### config.mk
export PLATFORM = sky130hd
export DESIGN_NAME = waffle_loader
export DESIGN_NICKNAME = d
export VERILOG_FILES = /design/src/rtl/waffle_loader.sv
export SDC_FILE = /design/constraint.sdc
export NUM_CORES = 1
export LEC_CHECK = 0
export CAP_MARGIN = 20
export CORE_ASPECT_RATIO = 0.8
export CORE_MARGIN = 2
export CORE_UTILIZATION = 35
export CTS_CLUSTER_DIAMETER = 100
export DETAILED_ROUTE_END_ITERATION = 8
export PLACE_DENSITY_LB_ADDON = 0.2
export SYNTH_ARGS = -nofsm -noshare
export SYNTH_HDL_FRONTEND = slang
export SYNTH_SLANG_ARGS = --single-unit
### constraint.sdc
create_clock -name clk -period 1.9 [get_ports clk]
set_input_delay 0.38 -clock clk [delete_from_list [all_inputs] [get_ports clk]]
set_output_delay 0.38 -clock clk [all_outputs]
set_load 0.02 [all_outputs]
### src/rtl/waffle_loader.sv
// -----------------------------------------------------------------------------
// waffle_loader
//
// Streams a row-major matrix of DATA_W-bit elements into the bank of column
// BRAMs used by the waffle engine. Element k of the stream lands in column
// BRAM (k % NUM_COLS) at row address (k / NUM_COLS). Once every location has
// been written, the loader raises load_done and pulses engine_start for one
// cycle. While loading, the loader owns write port A of every bank.
//
// If the source ends early (in_last before the final location), the remaining
// locations are filled with zeros, one per cycle, and len_err is set. If the
// final location is reached without in_last, len_err is also set. Any input
// offered after completion is refused through backpressure.
//
// Handshake: an element transfers on a rising edge where in_valid and
// in_ready are both high. in_ready is a function of the FSM state only; it
// never looks at in_valid. in_data and in_last are only consumed on a
// transfer. The source must hold them stable while in_valid is high and
// in_ready is low.
//
// Ports
//   clk           in   single clock; all logic updates on the rising edge
//   rst           in   synchronous, active-high reset
//   load_start    in   pulse that begins a new load (honoured in IDLE/DONE)
//   in_valid      in   input element valid
//   in_data       in   input element, row-major order
//   in_last       in   source's final element
//   in_ready      out  loader accepts an element this cycle
//   bank_wren     out  one-hot write enable, bit c = column BRAM c (registered)
//   bank_addr     out  row address shared by all banks (registered)
//   bank_data     out  write data shared by all banks (registered)
//   load_done     out  matrix fully written; held until the next load_start
//   engine_start  out  one-cycle pulse, coincident with the final write
//   len_err       out  sticky: stream length differed from NUM_ROWS*NUM_COLS
//   dbg_state     out  current FSM state (0 IDLE, 1 LOAD, 2 FILL, 3 DONE)
// -----------------------------------------------------------------------------
module waffle_loader #(
    parameter int NUM_COLS = 256,
    parameter int NUM_ROWS = 512,
    parameter int DATA_W   = 32,
    parameter int ADDR_W   = 9
) (
    input  logic                clk,
    input  logic                rst,
    input  logic                load_start,
    input  logic                in_valid,
    input  logic [DATA_W-1:0]   in_data,
    input  logic                in_last,
    output logic                in_ready,
    output logic [NUM_COLS-1:0] bank_wren,
    output logic [ADDR_W-1:0]   bank_addr,
    output logic [DATA_W-1:0]   bank_data,
    output logic                load_done,
    output logic                engine_start,
    output logic                len_err,
    output logic [1:0]          dbg_state
);

    // The column counter needs at least one bit, even for a single-column
    // configuration.
    localparam int COL_W = (NUM_COLS > 1) ? $clog2(NUM_COLS) : 1;

    localparam logic [COL_W-1:0]  COL_LAST = COL_W'(NUM_COLS - 1);
    localparam logic [ADDR_W-1:0] ROW_LAST = ADDR_W'(NUM_ROWS - 1);

    typedef enum logic [1:0] {
        S_IDLE = 2'd0,
        S_LOAD = 2'd1,
        S_FILL = 2'd2,
        S_DONE = 2'd3
    } state_t;

    // FSM and location counters. col_q/row_q always point at the next
    // location to be written.
    state_t              state_q,   state_d;
    logic [COL_W-1:0]    col_q,     col_d;
    logic [ADDR_W-1:0]   row_q,     row_d;

    // Registered write port and status outputs.
    logic [NUM_COLS-1:0] wren_q,    wren_d;
    logic [ADDR_W-1:0]   addr_q,    addr_d;
    logic [DATA_W-1:0]   data_q,    data_d;
    logic                done_q,    done_d;
    logic                start_q,   start_d;
    logic                len_err_q, len_err_d;

    // Combinational helpers.
    logic                at_final;
    logic                do_write;
    logic [DATA_W-1:0]   write_val;

    assign at_final = (col_q == COL_LAST) && (row_q == ROW_LAST);

    // -------------------------------------------------------------------------
    // State register and registered outputs
    // -------------------------------------------------------------------------
    always_ff @(posedge clk) begin
        if (rst) begin
            state_q   <= S_IDLE;
            col_q     <= '0;
            row_q     <= '0;
            wren_q    <= '0;
            addr_q    <= '0;
            data_q    <= '0;
            done_q    <= 1'b0;
            start_q   <= 1'b0;
            len_err_q <= 1'b0;
        end else begin
            state_q   <= state_d;
            col_q     <= col_d;
            row_q     <= row_d;
            wren_q    <= wren_d;
            addr_q    <= addr_d;
            data_q    <= data_d;
            done_q    <= done_d;
            start_q   <= start_d;
            len_err_q <= len_err_d;
        end
    end

    // -------------------------------------------------------------------------
    // Next-state and write-port logic
    // -------------------------------------------------------------------------
    always_comb begin
        // Defaults: hold state and counters, no write, no start pulse. The
        // address and data registers keep their last value between writes,
        // which only matters to a viewer, since wren gates every write.
        state_d   = state_q;
        col_d     = col_q;
        row_d     = row_q;
        wren_d    = '0;
        addr_d    = addr_q;
        data_d    = data_q;
        done_d    = done_q;
        start_d   = 1'b0;
        len_err_d = len_err_q;
        do_write  = 1'b0;
        write_val = '0;

        unique case (state_q)
            S_IDLE, S_DONE: begin
                if (load_start) begin
                    state_d   = S_LOAD;
                    col_d     = '0;
                    row_d     = '0;
                    done_d    = 1'b0;
                    len_err_d = 1'b0;
                end
            end

            S_LOAD: begin
                // in_ready is high throughout LOAD, so in_valid alone marks
                // a transfer. load_start is deliberately not looked at here.
                if (in_valid) begin
                    do_write  = 1'b1;
                    write_val = in_data;
                    if (at_final) begin
                        // The final location wins over an early-last check.
                        // The source should have flagged this element.
                        state_d = S_DONE;
                        done_d  = 1'b1;
                        start_d = 1'b1;
                        if (!in_last) begin
                            len_err_d = 1'b1;
                        end
                    end else if (in_last) begin
                        // The source ran dry before the matrix was full.
                        // Zero-fill the rest.
                        state_d   = S_FILL;
                        len_err_d = 1'b1;
                    end
                end
            end

            S_FILL: begin
                // One zero write per cycle. The first one lands in the cycle
                // right after the short element's write, with no bubble.
                do_write  = 1'b1;
                write_val = '0;
                if (at_final) begin
                    state_d = S_DONE;
                    done_d  = 1'b1;
                    start_d = 1'b1;
                end
            end

            default: begin
                state_d = S_IDLE;
            end
        endcase

        if (do_write) begin
            wren_d = NUM_COLS'(1) << col_q;
            addr_d = row_q;
            data_d = write_val;
            // Row-major walk: the column advances every write, and the row
            // advances when the column wraps. Any wrap past the final
            // location is harmless, because a new load clears both counters.
            if (col_q == COL_LAST) begin
                col_d = '0;
                row_d = row_q + 1'b1;
            end else begin
                col_d = col_q + 1'b1;
            end
        end
    end

    // -------------------------------------------------------------------------
    // Outputs
    // -------------------------------------------------------------------------
    assign in_ready     = (state_q == S_LOAD);
    assign bank_wren    = wren_q;
    assign bank_addr    = addr_q;
    assign bank_data    = data_q;
    assign load_done    = done_q;
    assign engine_start = start_q;
    assign len_err      = len_err_q;
    assign dbg_state    = state_q;

endmodule

==> impl_metrics.ini, run 1 <==
[run_status]
status = finished clean

[die]
die-area_mm2 = 0.02773
row_count = 53
die_h_um = 149.3
ios = 340
die_x_um = 185.7
core-area_mm2 = 0.02613
initial_utilization = 0.3537

[placement]
pre_cts_ws_ps = -208.6
portBuffers = 339
dp.cells = 1633
dp_hpwl_mm = 20.08
gp_congestion = 0.7547

[sta]
min_period_ps = 1844
period_share = 0.9703
hold_viol_final = 0
fin_tns_setup_ps = 0
layout_setup_ws_ps = 56.44
tightest_slew_ps = 620.6
rsz0062_at_grt = no
maxSlewHeadroom = 0.5854
finalMaxSlewViolations = 0
setup_viol = 0
finClkSkew_ps = 10.03
fmax_mhz = 542.4

[detailed_routing]
num_vias = 7699
drcViolationCount = 0
wl_mm = 29.86
ant_nets = 0
routedWlPerCell_um = 17.49
drt_iter0_drc = 364
viasPerCell = 4.510
firstDrtPassIters = 4

[critical_path]
slowest_stage = clkdlybuf4s50_1
cp_top_family = buffers and inverters
crit_arrival_ps = 1460
cp-end-kind = output port
slowest_delay_ps = 660
path_cells = clkdlybuf4s50_1
worstSetupStartpointType = flip-flop
crit_type = reg2out
worstPathRequired_ps = 1520
cp.buffers_inverters = 1
cp_max_fo = 1

[clock_tree]
clock_latency_ps = 500
clockBufferDepth = 3
cts-root-buf = clkbuf_16
cts_tree = built
path_clk_slew_ps = 60
cts.sink_count = 319
cts-buffers-inserted = 34
hold_buffers = 0
cts-htree-levels = 2

[global_routing]
grt_pass1_vias = 7403
antenna_found_initial = 0
grt_max_degree = 57
grt_pass1_wl_mm = 42.50
grt-ovfl-total = 0
grt_use_total = 0.2018

[yosys]
ys_warn_count = 0
yosysSeqAreaShare = 0.6910
synth_area_leaders = dfxtp_1 69%, nor2_1 12%, nand2_1 3.5%, a22oi_1 2.8%, clkbuf_1 2.1%
synth_common_cells = 319 x dfxtp_1, 301 x nor2_1, 85 x nand2_1
netlist.area_leader.share = 0.6910
synthArstFlopShare = 0
synth_edf_count = 0
syn_inst = 935
synth_cell_type_count = 41
synth_nets = 982
syn_area_mm2 = 0.009241
yosysTopAreaCell = dfxtp_1
avgSynthCellArea_um2 = 9.884
yosys_register_bits = 319
synth_top_flop_cell = dfxtp_1
yosysMostFrequentCell = dfxtp_1

[power_and_ir_drop]
power_uw = 15710
p_leak_uw = 0.005524
comb_power_share = 0.131
clockPowerShare = 0.433
netSwitchingFraction = 0.2466
p_int_uw = 11840
ir_drop_mv = 0.7870
power.density_mw_per_mm2 = 1036
switchingPower_uw = 3874
seqPwrFrac = 0.436

[finish]
diodes = 0
nets = 1372
drive_gt1_frac = 0.1504
syn_to_final_growth_pct = 64.01
final_util = 0.5801
fin_cells = 1707

[flow_run]
max_cap_viol_count = 0

[hold_path]
hold_class = reg2reg
## per-layer routing
layer	vias up	share of wire	global-route usage
li1	3776	-	-
met1	3607	0.44	0.2619
met2	280	0.44	0.3134
met3	36	0.10	0.07764
met4	0	0.017	0.05630
met5	-	0	0
## logic make-up after synthesis
family,count (synthesis),synth area share
compound gates,79,0.05849
xor+xnor,4,0.003792
fa+ha+maj,10,0.01354
buf+inv,67,0.02803
flops,319,0.6910
mux,3,0.003926
simple gates,453,0.2012
## cells in the final DEF, fill, tap and decap left out, types with 3 or more instances in the layout
| cell type | count |
|---|---|
| clkinv_2 | 7 |
| buf_6 | 12 |
| a21oi_1 | 19 |
| dfxtp_1 | 317 |
| nor2_2 | 43 |
| nand3_1 | 19 |
| clkbuf_8 | 7 |
| a211oi_1 | 7 |
| buf_4 | 41 |
| clkbuf_16 | 42 |
| ha_1 | 8 |
| buf_12 | 10 |
| clkbuf_1 | 4 |
| nor2b_1 | 4 |
| inv_1 | 8 |
| nand2_1 | 85 |
| clkdlybuf4s50_1 | 329 |
| bufinv_16 | 3 |
| dlygate4sd2_1 | 3 |
| a22oi_1 | 34 |
| o311ai_0 | 3 |
| xnor2_1 | 3 |
| inv_6 | 4 |
| and2_1 | 11 |
| and3_1 | 9 |
| nor2_4 | 6 |
| nor2b_2 | 3 |
| nor2_1 | 252 |
| dlymetal6s2s_1 | 5 |
| o21ai_0 | 7 |
## power by group through the flow
stage	combinational, uW	clock (uW)	sequential [uW]
final	2050	6800	6850
after global routing	2240	7230	6860
after CTS	2000	6950	6850
after detailed placement	1930	0	6990
after global placement	1910	0	6990
after floorplan	956	0	7130
## worst paths after layout
kind | start | end | cells after the start | slack (ps)
worst max-delay path | bank_wren[213] | bank_wren[213] | 1 | 60
worst min-delay path | bank_addr[3] | bank_addr[3] | 2 | 450
worst max register to register | dbg_state[0] | row_q[7] | 6 | 70
worst min register to register | bank_addr[3] | bank_addr[3] | 2 | 450
## sequential cells by signal, indices dropped and copies added, names as in the netlist
register      flops
dbg_state         2
bank_wren       256
bank_data        32
bank_addr         9
row_q             9
load_done         1
col_q             8
engine_start      1
len_err           1
## area by class of cell
class / instances / area (um2)
Inverter: 10 / 37.54
Multi-Input combinational cell: 549 / 2841
Fill cell: 2250 / 10970
Timing Repair Buffer: 411 / 4265
Sequential cell: 319 / 6394
Clock buffer: 47 / 1012
Clock inverter: 14 / 160.2
Tap cell: 357 / 446.7
## what timing repair did
| item | in CTS | in global routing |
|---|---|---|
| endpoints found under the setup margin | 190 | 208 |
| pin swaps | 1 | 3 |
| gates resized for setup | 25 | 74 |
| setup buffers | 4 | 1 |
| gates cloned | 2 | 7 |
## through the flow
step | area, um2 | hold slack [ps]
2_1_floorplan | 9288 | 446.2
3_3_place_gp | 13460 | 444.0
3_5_place_dp | 13460 | 449.9
4_1_cts | 14770 | 458.6
5_1_grt | 15160 | 484.3
6_report | 15160 | 454.5
Note: power is estimated with default switching activity, not from simulation.
==> run 2: changes to the inputs <==
--- a/config.mk
+++ b/config.mk
@@ -11,6 +11,7 @@
 export CORE_UTILIZATION = 35
 export CTS_CLUSTER_DIAMETER = 100
 export DETAILED_ROUTE_END_ITERATION = 8
+export GPL_TIMING_DRIVEN = 0
 export PLACE_DENSITY_LB_ADDON = 0.2
 export SYNTH_ARGS = -nofsm -noshare
 export SYNTH_HDL_FRONTEND = slang
==> impl_metrics.ini, run 2 (same netlist as run 1, synthesis figures left out) <==
[clock_tree]
cts-htree-levels = 1
cts.sink_count = 319
path_clk_slew_ps = 60
clock_latency_ps = 550
hold_buffers = 0
cts_tree = built
cts-root-buf = clkbuf_16
clockBufferDepth = 3
cts-buffers-inserted = 30

[sta]
period_share = 1.036
maxSlewHeadroom = 0.6507
layout_setup_ws_ps = -68.79
setup_viol = 48
fin_tns_setup_ps = -1548
tightest_slew_ps = 524.0
finalMaxSlewViolations = 0
fmax_mhz = 507.9
finClkSkew_ps = 14.06
min_period_ps = 1969
rsz0062_at_grt = yes
hold_viol_final = 0

[detailed_routing]
num_vias = 7744
drcViolationCount = 0
wl_mm = 29.97
viasPerCell = 4.555
ant_nets = 0
routedWlPerCell_um = 17.63
firstDrtPassIters = 5
drt_iter0_drc = 353

[power_and_ir_drop]
seqPwrFrac = 0.451
comb_power_share = 0.166
netSwitchingFraction = 0.2563
p_int_uw = 11340
clockPowerShare = 0.384
power_uw = 15240
switchingPower_uw = 3907
ir_drop_mv = 0.6534
power.density_mw_per_mm2 = 1001
p_leak_uw = 0.006486

[critical_path]
worstPathRequired_ps = 2380
cp_common_cell = clkbuf_16
slowest_stage = or4_4
path_cells = ha_4 -> or2_4 -> or4_4 -> clkbuf_16 -> clkbuf_16 -> nor2_1
cp_max_fo = 6
worstSetupStartpointType = flip-flop
cp_top_family = simple AND/OR/NAND/NOR gates
slowest_delay_ps = 560
cp.buffers_inverters = 2
cp-end-kind = flip-flop
crit_arrival_ps = 2450
crit_type = reg2reg

[die]
initial_utilization = 0.3537
ios = 340
core-area_mm2 = 0.02613
die_h_um = 149.3
die_x_um = 185.7
row_count = 53
die-area_mm2 = 0.02773

[finish]
final_cell_mix = 314 x dfxtp_1, 250 x clkdlybuf4s50_1, 245 x nor2_1, 85 x nand2_1, 57 x dlymetal6s2s_1
largest_reg_flops = 256
final_common_cell = dfxtp_1
final_area_mm2 = 0.01522
drive_gt1_frac = 0.1474
syn_to_final_growth_pct = 64.73
nets = 1371
diodes = 0
final_util = 0.5827

[placement]
dp_hpwl_mm = 20.84
placed_cell_area_mm2 = 0.01313
portBuffers = 339
gp_congestion = 0.7734

[global_routing]
grt_max_degree = 15
antenna_found_initial = 0
grt-ovfl-total = 0
grt_use_total = 0.2075
grt_pass1_wl_mm = 43.61
grt_pass1_vias = 7380

[flow_run]
max_cap_viol_count = 0

[hold_path]
hold_class = in2reg

[run_status]
violations = negative setup slack
status = complete, but fails checks
[run 2: cell count changes in the layout (fill, tap and decap cells not counted), sizes merged]
cell	change
inv	-3
clkinvlp	+1
dlymetal6s2s	+52
dlygate4sd2	+28
clkbuf	+33
buf	-32
bufinv	-2
clkinv	-5
clkdlybuf4s50	-79
[run 2: metrics by stage]
| step | setup slack, ps | cells | hold slack, ps |
|---|---|---|---|
| after floorplan | -7.331 | 935 | 446.2 |
| after global placement | -942.6 | 1631 | 445.6 |
| after detailed placement | -985.3 | 1631 | 449.7 |
| after CTS | -62.48 | 1697 | 428.5 |
| after global routing | -98.02 | 1700 | 453.9 |
| final | -68.79 | 1700 | 441.4 |
[run 2: layout make-up]
class / count / area (um2)
inverter: 10 / 37.54
clock buffer: 46 / 912.1
buffer: 50 / 523.0
sequential: 319 / 6402
multi-input combinational: 549 / 3048
timing repair buffer: 364 / 3797
clock inverter: 5 / 56.30
fill: 2304 / 10900
tap: 357 / 446.7
[run 2: routing by layer]
layer | part of all wire | track usage | up-vias
li1 | - | - | 3770
met1 | 0.42 | 0.2717 | 3633
met2 | 0.45 | 0.3237 | 294
met3 | 0.10 | 0.07544 | 47
met4 | 0.024 | 0.05591 | 0
met5 | 0 | 0 | -
[run 2: power by group through the flow]
| stage | clock network, uW | logic, uW | registers, uW |
|---|---|---|---|
| detailed placement | 0 | 1700 | 7030 |
| global route | 6220 | 2690 | 6880 |
| finish | 5850 | 2530 | 6870 |
| global placement | 0 | 1700 | 7020 |
| CTS | 5960 | 2330 | 6890 |
| floorplan | 0 | 956 | 7130 |
[run 2: tightest hold or removal path: cells and delay by family]
kind                   cells  cell delay, ps
buffers and inverters      1             450
and+or+nand+nor            1              70
AOI/OAI and AO/OA          1              60
[run 2: path summary, 6_finish.rpt]
kind         depth (start not counted)    startpoint            end  slack, ps
max                                  6  dbg_state[1]  bank_wren[11]        -70
min                                  3   in_data[14]  bank_data[14]        440
max reg2reg                          6  dbg_state[1]  bank_wren[11]        -70
min reg2reg                          2  bank_addr[8]   bank_addr[8]        460
[run 2: timing repair]
item                                    4_1_cts  5_1_grt
resized for setup                           178      147
endpoints found under the setup margin      343      368
pin swaps                                     4        8
gates cloned                                  8        0
setup buffers                                12        5
==> run 3: changes to the inputs <==
--- a/config.mk
+++ b/config.mk
@@ -12,6 +12,7 @@
 export CTS_CLUSTER_DIAMETER = 100
 export DETAILED_ROUTE_END_ITERATION = 8
 export GPL_TIMING_DRIVEN = 0
+export HOLD_SLACK_MARGIN = 0.03
 export PLACE_DENSITY_LB_ADDON = 0.2
 export SYNTH_ARGS = -nofsm -noshare
 export SYNTH_HDL_FRONTEND = slang
==> results of run 3 <==
Final layout, timing and power as in run 2 (identical DEF).
